**src/rtl/binary_centroid.sv**
```systemverilog
// Blob centroid of a binarized 640x480 stream: per-frame white count and x/y sums, then a 28-step restoring divide.
// Result is held behind result_valid/result_ready; a frame ending while a result is pending is dropped and flagged by overrun.
module binary_centroid #(
    parameter int H_ACTIVE  = 640,
    parameter int V_ACTIVE  = 480,
    parameter int MIN_COUNT = 16,
    parameter int DIV_STEPS = 28
) (
    input  logic        clk,
    input  logic        rst_n,
    input  logic        clk_enable,
    input  logic        frame_enable,
    input  logic [15:0] pixel_color,
    input  logic        result_ready,
    output logic        result_valid,
    output logic [9:0]  centroid_x,
    output logic [9:0]  centroid_y,
    output logic [18:0] pixel_count,
    output logic        found,
    output logic        busy,
    output logic        overrun
);
    localparam logic [1:0] IDLE = 2'd0;
    localparam logic [1:0] DIV  = 2'd1;
    localparam logic [1:0] HOLD = 2'd2;

    logic [1:0]  state;
    logic [9:0]  pos_x, pos_y;
    logic        fe_d;
    logic [18:0] cnt_acc, cnt_s;
    logic [27:0] sx_acc, sy_acc, sx_s, sy_s;
    logic [19:0] rem_x, rem_y, nrx, nry;
    logic [9:0]  qx, qy;
    logic [4:0]  step;
    logic        accept, frame_end, bit_x, bit_y;
    logic [20:0] tx, ty;

    assign accept    = frame_enable && clk_enable && (pos_y < 10'(V_ACTIVE))
                       && (pixel_color == 16'hFFFF);
    assign frame_end = fe_d && !frame_enable;
    assign busy      = (state != IDLE);

    always_ff @(posedge clk or negedge rst_n) begin
        if (!rst_n) begin
            pos_x <= '0;
            pos_y <= '0;
            fe_d  <= 1'b0;
        end else begin
            fe_d <= frame_enable;
            if (!frame_enable) begin
                pos_x <= '0;
                pos_y <= '0;
            end else if (clk_enable && pos_y != 10'(V_ACTIVE)) begin
                if (pos_x == 10'(H_ACTIVE - 1)) begin
                    pos_x <= '0;
                    pos_y <= pos_y + 10'd1;
                end else begin
                    pos_x <= pos_x + 10'd1;
                end
            end
        end
    end

    always_ff @(posedge clk or negedge rst_n) begin
        if (!rst_n) begin
            cnt_acc <= '0;
            sx_acc  <= '0;
            sy_acc  <= '0;
        end else if (frame_end) begin
            cnt_acc <= '0;
            sx_acc  <= '0;
            sy_acc  <= '0;
        end else if (accept) begin
            cnt_acc <= cnt_acc + 19'd1;
            sx_acc  <= sx_acc + 28'(pos_x);
            sy_acc  <= sy_acc + 28'(pos_y);
        end
    end

    // One restoring-division step for each axis; the dividend shifts out MSB first.
    always_comb begin
        tx    = {rem_x, sx_s[27]};
        ty    = {rem_y, sy_s[27]};
        bit_x = (tx >= 21'(cnt_s));
        bit_y = (ty >= 21'(cnt_s));
        nrx   = bit_x ? 20'(tx - 21'(cnt_s)) : 20'(tx);
        nry   = bit_y ? 20'(ty - 21'(cnt_s)) : 20'(ty);
    end

    always_ff @(posedge clk or negedge rst_n) begin
        if (!rst_n) begin
            state        <= IDLE;
            cnt_s        <= '0;
            sx_s         <= '0;
            sy_s         <= '0;
            rem_x        <= '0;
            rem_y        <= '0;
            qx           <= '0;
            qy           <= '0;
            step         <= '0;
            result_valid <= 1'b0;
            centroid_x   <= '0;
            centroid_y   <= '0;
            pixel_count  <= '0;
            found        <= 1'b0;
            overrun      <= 1'b0;
        end else begin
            overrun <= frame_end && (state != IDLE);
            case (state)
                IDLE: begin
                    if (frame_end) begin
                        cnt_s <= cnt_acc;
                        sx_s  <= sx_acc;
                        sy_s  <= sy_acc;
                        rem_x <= '0;
                        rem_y <= '0;
                        qx    <= '0;
                        qy    <= '0;
                        step  <= '0;
                        if (cnt_acc >= 19'(MIN_COUNT)) begin
                            state <= DIV;
                        end else begin
                            state       <= HOLD;
                            centroid_x  <= '0;
                            centroid_y  <= '0;
                            found       <= 1'b0;
                            pixel_count <= cnt_acc;
                        end
                    end
                end
                DIV: begin
                    sx_s  <= {sx_s[26:0], 1'b0};
                    sy_s  <= {sy_s[26:0], 1'b0};
                    rem_x <= nrx;
                    rem_y <= nry;
                    qx    <= {qx[8:0], bit_x};
                    qy    <= {qy[8:0], bit_y};
                    step  <= step + 5'd1;
                    if (step == 5'(DIV_STEPS - 1)) begin
                        centroid_x  <= {qx[8:0], bit_x};
                        centroid_y  <= {qy[8:0], bit_y};
                        found       <= 1'b1;
                        pixel_count <= cnt_s;
                        state       <= HOLD;
                    end
                end
                HOLD: begin
                    // result_valid trails entry into HOLD by one edge, so the outputs are settled when it rises.
                    if (result_valid && result_ready) begin
                        result_valid <= 1'b0;
                        state        <= IDLE;
                    end else begin
                        result_valid <= 1'b1;
                    end
                end
                default: state <= IDLE;
            endcase
        end
    end
endmodule

```
**config.mk**
```make
export PLATFORM = sky130hd
export DESIGN_NAME = binary_centroid
export DESIGN_NICKNAME = d
export VERILOG_FILES = /design/src/rtl/binary_centroid.sv
export SDC_FILE = /design/constraint.sdc
export NUM_CORES = 1
export LEC_CHECK = 0
export ABC_AREA = 1
export BUFFER_PORTS_ARGS = -buffer_cell sky130_fd_sc_hd__buf_2
export CORE_ASPECT_RATIO = 1.25
export CORE_UTILIZATION = 50
export DETAILED_ROUTE_END_ITERATION = 12
export HOLD_SLACK_MARGIN = 0.02
export PLACE_DENSITY = 0.63
export SLEW_MARGIN = 10
export SYNTH_ARGS = -nofsm -noshare
export SYNTH_HDL_FRONTEND = slang
export SYNTH_SLANG_ARGS = --single-unit
```
**constraint.sdc**
```tcl
create_clock -name clk -period 2.05 [get_ports clk]
set_input_delay 0.205 -clock clk [delete_from_list [all_inputs] [get_ports clk]]
set_output_delay 0.205 -clock clk [all_outputs]
set_load 0.01 [all_outputs]
```
Word-level counts from Yosys, hierarchy flattened
Cells that the tools add are included.

storage, ports and cells
  bits in registers = 278
  bits in latches = 0
  bits in writable memories = 0
  memory bits (read-only) = 0
  output and inout port bits = 43
  memories = 0

operators by class
  $add $sub $neg = 8
  $mul = 0
  div/mod/pow operators = 0
  order comparisons = 4
  equality and inequality tests = 12
  shifts and indexed selects = 0
  muxes and demuxes = 46
  bitwise operators = 0
  reduce and logical (&&, ||, !) cells = 17

operators with widths
  operator               count
  $mux 28                6
  $pmux 28 s2            2
  $mux 10                10
  $mux 19                5
  $pmux 20 s2            2
  $mux 20                3
  $add 28x10->28         2
  $ge 21x19->1           2
  $pmux 10 s2            2
  $sub 20x19->20         2
  $pmux 19 s2            1
  $pmux 9 s2             2
  $add 10x1->10 const B  2
  $add 19x1->19 const B  1
  $ge 19x5->1 const B    1
  $eq 16x16->1 const B   1
  $eq 10x10->1 const B   1
  $lt 10x9->1 const B    1
  $ne 10x9->1 const B    1
  $pmux 5 s2             1
  $mux 9                 1
  $mux 2                 4
  $ne 2x2->1 const B     4
  $logic_and 1x1->1      7
  other kinds (15)       23

Longest topological paths before layout
Gate-level depths: netlist (run 1).

  depth in word-level cells = 5
  mapped depth = 15
  gate-level depth less buffers = 15

Worst setup path before layout (run 1)
OpenSTA, ideal clock, no wires.

  path type = register to register
  start point = register cnt_s[18]
  end point = register rem_y[0]
  setup time = 0.118 ns
  arrival = 1.762 ns
  required time = 1.932 ns
  slack = 0.169 ns
  stages on the path, launching flop included = 11
  clock period less this slack = 1.881 ns
  cells stage by stage = dfrtp_1 -> inv_1 -> ha_1 -> a21oi_1 -> nor3b_1 -> nand2_1 -> nor2_1 -> buf_2 -> nand3_1 -> nand3_1 -> nand2_1

between the ends
  cells in the longest elaborated chain, start to end = 3

ends and longest elaborated chain
  what                    line  text
  start, declared         30    logic [18:0] cnt_acc, cnt_s;
  start signal, assigned  112   cnt_s <= cnt_acc;
  $ge 21x19->1            85    bit_y = (ty >= 21'(cnt_s));
  $mux 20                 87    nry = bit_y ? 20'(ty - 21'(cnt_s)) : 20'(ty);
  $pmux 20 s2             109   case (state)
  end signal, assigned    135   rem_y <= nry;
  end, declared           32    logic [19:0] rem_x, rem_y, nrx, nry;

Every way passes these cells.
A chain may end at the register's enable or synchronous reset.

Worst setup path after layout (run 1)
  start point = register cnt_s[16]
  end point = register rem_y[0]

Same word-level chain as after synthesis.

==> metrics, run 1 <==
Placed Area between 15,000 and 20,000 sq um; Pre-Repair DR Iteration Count 5; port bufs 63; mux cell area share after synthesis 0%; DRT Wirelength around 52 mm; DP HPWL around 37 mm; Vias/cell ~5.3; FP Rows 75; CP Launch Type flip-flop; TritonCTS Buffers 30; Synth Area in Compound Gates roughly 11%; xor/xnor share of the synthesized area under 10%; boundary pin count 64; total power 0.0377 W; root buffer cell clkbuf_16; first-pass GRT wire length approximately 82 mm; Synth top area share 40.2%; CTS tree done; failing checks negative setup slack; die width around 170 um; largest family of logic cells by synthesized area simple AND/OR/NAND/NOR gates; post-synthesis sequential area ratio 40.2%; WS Path Type reg2reg; Die H about 210 um; worst skew pair latency between 0.5 and 0.6 ns; final setup vio count 4; Mapped Area 17,300 sq um; Final Hold Fails 0; CP Data Required Time 2.56 ns; Setup TNS -0.0370 ns; Max Cap Violations 0; Pleak roughly 11 nW; Initial Util around half; initial DRC count 1,208; Total GRT Usage between 20% and 30%; Critical Path Max Stage Delay 0.39 ns; status finished, violations left; Yosys top cell by area dfrtp_1; asr flop ratio synth 100%; Final #Nets about 2,800; synthesized instance count roughly 2,500; Hold Crit Class in2async; Peak supply drop between 0.0015 and 0.002 V; Worst Tran Pin Value between 0.6 and 0.7 ns; diode count 0; Synth Warn # 0; Critical Path End Type flip-flop; CTS clk-pin slew, worst paths 0.06 ns; Tcrit/Tclk final 101%; RSZ-0062 raised after global routing true; Max Clk Rate 0.485 GHz; Area Growth Syn to Fin 29.0%; Post-synth top flop dfrtp_1; number of synthesized register bits 278; top post-synthesis cells by area dfrtp_1 40%, nand2_1 19%, inv_1 6.6%; cell mode on critical path nand2_2; Simple-Gate Fraction of Synth Area about a third; CP delay by family, top simple AND/OR/NAND/NOR gates; clock sink count between 200 and 300; vias in the first global route about 16,000; wire per inst ~16 um; WHS about 0.16 ns; Critical Path Fanout Max 5; initial antenna violation count 0; final cell count without fillers 3,206; dpl cells roughly 3,100; headroom to the max-slew limit between 50% and 60%; RePlAce Congestion 0.975; EDFF count, synth 0; # DRC 0; Net Count, Synth between 2,000 and 3,000; H-Tree Depth 1; core area 33,900 sq um; share of cells above drive strength 1 approximately 22%; pin count of the biggest net entering global routing between 90 and 100; Synth Area in Adders 5.08%; die area between 30,000 and 40,000 sq um; pwr dens roughly 1700 nW/um^2; CP bufs+invs 3; worst path cell trace inv_2 -> ha_4 -> buf_6 -> nand2_2 -> nand2_2 -> o21bai_4 -> nand2_2 -> nand2_2 -> nor2_4 -> nand2_8 -> clkbuf_16 -> nand2_4 -> nand3_2 -> nand2_1; Final Critical Period between 2 and 2.5 ns; fin area 22,300 sq um; clk buf depth 3; synth unique cells between 40 and 50; Post-DRT Antenna Nets 0; Vias ~17,000; Final WS setup -0.0122 ns; Pins Over Slew Limit 0; Final Skew around 0.0095 ns; Avg Synthesized Cell Area between 7 and 8 sq um; arrival time at the worst endpoint approximately 2.6 ns; critical-path cell with the highest stage delay dfrtp_1; global route overflow 0
## worst paths after layout
kind                            slack, ns                   from                    end  depth (start not counted)
worst max-delay path                -0.01  cnt_s[16]$_DFFE_PN0P_   rem_y[0]$_DFFE_PN0P_                         14
worst min-delay path                 0.16                  rst_n      qy[1]$_DFFE_PN0P_                          2
worst max register to register      -0.01  cnt_s[16]$_DFFE_PN0P_   rem_y[0]$_DFFE_PN0P_                         14
worst min register to register       0.47    step[4]$_DFFE_PN0P_    step[4]$_DFFE_PN0P_                          1
max in group asynchronous            1.20                  rst_n    sy_s[7]$_DFFE_PN0P_                          3
min in group clk                     0.17        pixel_color[15]  sy_acc[5]$_DFFE_PN0P_                          5
## cell usage in the layout (no fill, tap or decap), types with 7 or more instances in the layout
master / instances
dfrtp_1: 273
buf_12: 20
inv_4: 7
nand3_1: 130
nor2_4: 8
xor2_1: 21
ha_4: 43
inv_2: 26
nand4_1: 46
nor2_1: 132
o21ai_1: 31
buf_6: 9
o21ai_0: 127
nor2_2: 19
nand2_1: 801
buf_2: 62
a21oi_1: 58
nor3_1: 37
clkbuf_1: 9
xnor2_1: 17
o31ai_1: 11
ha_1: 17
o211ai_1: 73
nand2_4: 25
inv_1: 282
clkinv_2: 7
nand3b_1: 39
nand2_2: 56
buf_4: 213
clkbuf_16: 34
nand3_2: 26
## report_power, final
group          switching [W]  internal, W
Clock                0.00230      0.00303
Sequential          0.000638      0.00649
Combinational         0.0143       0.0109
## sequential cells by signal (all words and copies together), names as in the netlist, 2 cells and up
name,cells
centroid_x,10
pixel_count,19
sx_s,28
sy_acc,28
qx,9
rem_y,20
step,5
qy,9
state,2
cnt_s,19
cnt_acc,19
rem_x,20
sy_s,28
centroid_y,10
pos_y,10
sx_acc,28
pos_x,10
## through the flow
step / utilization [%] / setup slack, ns
6_report: 66.0 / -0.0122
5_1_grt: 66.0 / -0.128
4_1_cts: 62.4 / -0.0136
3_5_place_dp: 58.3 / -0.245
3_3_place_gp: 58.3 / -0.238
2_1_floorplan: - / 0.169
## per-layer routing
layer,track usage [%],vias to the layer above,part of all wire (%)
li1,-,8446,-
met1,36.2,8149,43
met2,50.6,395,50
met3,2.85,109,3.6
met4,11.5,0,3.5
met5,0,-,0
## cell usage after synthesis, types with 11 or more instances
master,n
a21oi_1,64
buf_2,28
clkbuf_1,31
dfrtp_1,278
ha_1,64
inv_1,304
nand2_1,873
nand3_1,157
nand3b_1,39
nand4_1,46
nor2_1,154
nor3_1,44
o211ai_1,73
o21ai_0,136
o21ai_1,28
o31ai_1,11
xnor2_1,19
xor2_1,21
## area by class of cell
| type | instances | area (sq um) |
|---|---|---|
| Clock inverter | 11 | 90.1 |
| Tap cell | 462 | 578 |
| Timing Repair Buffer | 316 | 2610 |
| Sequential cell | 278 | 6960 |
| Multi-Input combinational cell | 1778 | 10000 |
| Fill cell | 2915 | 11500 |
| Clock buffer | 44 | 865 |
| Inverter | 317 | 1210 |
## repair_timing
item,in CTS,in global routing
gates cloned,2,3
setup endpoints to repair,50,89
gates resized for setup,76,227
buffers inserted,2,18
pin swaps,3,52
hold endpoints to repair,65,0
hold buffers,4,0
## logic make-up after synthesis
group	after synthesis
xor+xnor	40
buf+inv	396
simple gates	1344
compound gates	326
flops	278
fa+ha+maj	68
No activity file was read; power rests on OpenSTA's default activity.
==> run 2: changes to the inputs <==
CORE_UTILIZATION = 40   (was 50)
PLACE_DENSITY = 0.52   (was 0.63)
==> metrics, run 2 (synthesized netlist as in run 1, its figures left out) <==
status finished, final reports clean; pin count of the biggest net entering global routing 116 (+27%); initial antenna violation count 0 (unchanged); arrival time at the worst endpoint 2.50 ns (-0.08 ns); Critical R2R Capture rem_y[5]$_DFFE_PN0P_; clk buf depth 3 (unchanged); Placed Area 19,900 sq um (+0.65%); diode count 0 (unchanged); commonest non-fill, non-tap cells in the layout 800 x nand2_1, 282 x inv_1, 270 x dfrtp_1; global route overflow 0 (unchanged); # DRC 0 (unchanged); vias in the first global route 16,562 (+1.3%); Critical Path End Type flip-flop; critical-path cell with the highest stage delay dfrtp_1; CTS clk-pin slew, worst paths 0.06 ns (about the same); TritonCTS Buffers 34 (+13%); Pleak 11.2 nW (+0.80%); CTS tree done; boundary pin count 64 (unchanged); Final Critical Period 2.03 ns (-0.0347 ns); Peak supply drop 0.00202 V (+24%); Tcrit/Tclk final 98.9% (-1.7 points); root buffer cell clkbuf_16; Max Clk Rate 0.493 GHz (+1.7%); core area 42,400 sq um (+25%); DP HPWL 39.2 mm (+6.2%); Critical Path Fanout Max 8 (+3); fin area 22,600 sq um (+1.1%); CP Data Required Time 2.53 ns (-0.03 ns); DRT Wirelength 53.4 mm (+3.3%); RePlAce Congestion 0.950 (-2.6%); CP bufs+invs 2 (-1); clock sink count 278 (unchanged); RSZ-0062 raised after global routing true; Critical Path Max Stage Delay 0.41 ns (+0.02 ns); Pins Over Slew Limit 0 (unchanged); final setup vio count 0 (-4); CP delay by family, top simple AND/OR/NAND/NOR gates; Final #Nets 2,819 (+0.32%); Vias/cell 5.06 (-5.1%); die width 188 um (+12%); H-Tree Depth 2 (+1); first-pass GRT wire length 86.6 mm (+5.7%); pwr dens 1690 nW/um^2 (about the same); FP Rows 84 (+12%); Final Hold Fails 0 (unchanged); worst skew pair latency 0.55 ns (-0.03 ns); worst path cell trace inv_4 -> ha_4 -> a21oi_4 -> nor3b_4 -> nand2_2 -> nor2_4 -> nand2_8 -> buf_12 -> nand2_4 -> nand3_2 -> nand2_1; Initial Util 40.9% (-10 points); Final WS setup 0.0226 ns (+0.0347 ns); commonest non-fill, non-tap cell in the layout nand2_1; Max Cap Violations 0 (unchanged); wire per inst 16.1 um (about the same); Worst Tran Pin Value 0.455 ns (-0.174 ns); Die H 235 um (+12%); dpl ws -0.354 ns (-0.109 ns); Hold Crit Class in2async; Pre-Repair DR Iteration Count 5 (unchanged); Area Growth Syn to Fin 30.5%; share of cells above drive strength 1 23.1% (+0.76 points); FF-to-FF path depth 11 (-3); Final Skew 0.0177 ns (+0.00818 ns); Post-DRT Antenna Nets 0 (unchanged); headroom to the max-slew limit 69.4% (+11 points); initial DRC count 747 (-38%); Crit Reg-Reg Startpoint cnt_s[18]$_DFFE_PN0P_; die area 44,200 sq um (+25%); WHS 0.139 ns (-0.0236 ns); CP Launch Type flip-flop; Total GRT Usage 24.4% (-4.4 points); port bufs 63 (unchanged); Reg2Reg Setup Slack 0.02 ns (+0.03 ns); Vias 16,768 (-1.9%); WS Path Type reg2reg
-- run 2: power breakdown --
part,internal [W],switching [W]
Combinational,0.0109,0.0139
Clock,0.00369,0.00246
Sequential,0.00650,0.000713
Total,0.0210,0.0171
-- run 2: how the worst max path moves through the flow --
stage,end,slack [ns],depth (start not counted),from
final,rem_y[5]$_DFFE_PN0P_,0.02,11,cnt_s[18]$_DFFE_PN0P_
after global routing,rem_x[17]$_DFFE_PN0P_,-0.08,14,cnt_s[11]$_DFFE_PN0P_
after CTS,rem_y[11]$_DFFE_PN0P_,-0.02,12,cnt_s[18]$_DFFE_PN0P_
after detailed placement,rem_y[13]$_DFFE_PN0P_,-0.35,12,cnt_s[18]$_DFFE_PN0P_
after global placement,rem_y[12]$_DFFE_PN0P_,-0.28,12,cnt_s[18]$_DFFE_PN0P_
after floorplan,rem_y[0]$_DFFE_PN0P_,0.17,10,cnt_s[18]$_DFFE_PN0P_
-- run 2: per-stage QoR --
stage                     std cells  total power, W  TNS [ns]  utilization, %
final                          3312          0.0381         0            53.4
after global routing           3312          0.0411     -1.38            53.4
after CTS                      3299          0.0340   -0.0456            50.8
after detailed placement       3226          0.0257     -7.71            47.0
after global placement         3226          0.0257     -6.12            47.0
after floorplan                2452          0.0187         0               -
-- run 2: routing by layer --
layer  track usage (%)  vias to the layer above  routed length, um
met3              3.39                      102               1910
met2              42.8                      303              26700
met1              29.9                     7885              22700
met5                 0                        -                  0
li1                  -                     8478                  -
met4              9.95                        0               2090
-- run 2: cell type report --
type / instances / area, sq um
Fill cell: 4073 / 19800
Multi-Input combinational cell: 1778 / 10000
Sequential cell: 278 / 6970
Timing Repair Buffer: 321 / 2550
Inverter: 317 / 1220
Clock buffer: 47 / 971
Tap cell: 559 / 699
Clock inverter: 12 / 143
-- run 2: repair_timing --
action / CTS / global route
setup endpoints to repair: 37 / 111
pin swaps: 20 / 72
gates cloned: 1 / 1
hold buffers: 4 / 0
gates resized for setup: 87 / 235
setup buffers: 9 / 15
endpoints found under the hold margin: 287 / 0
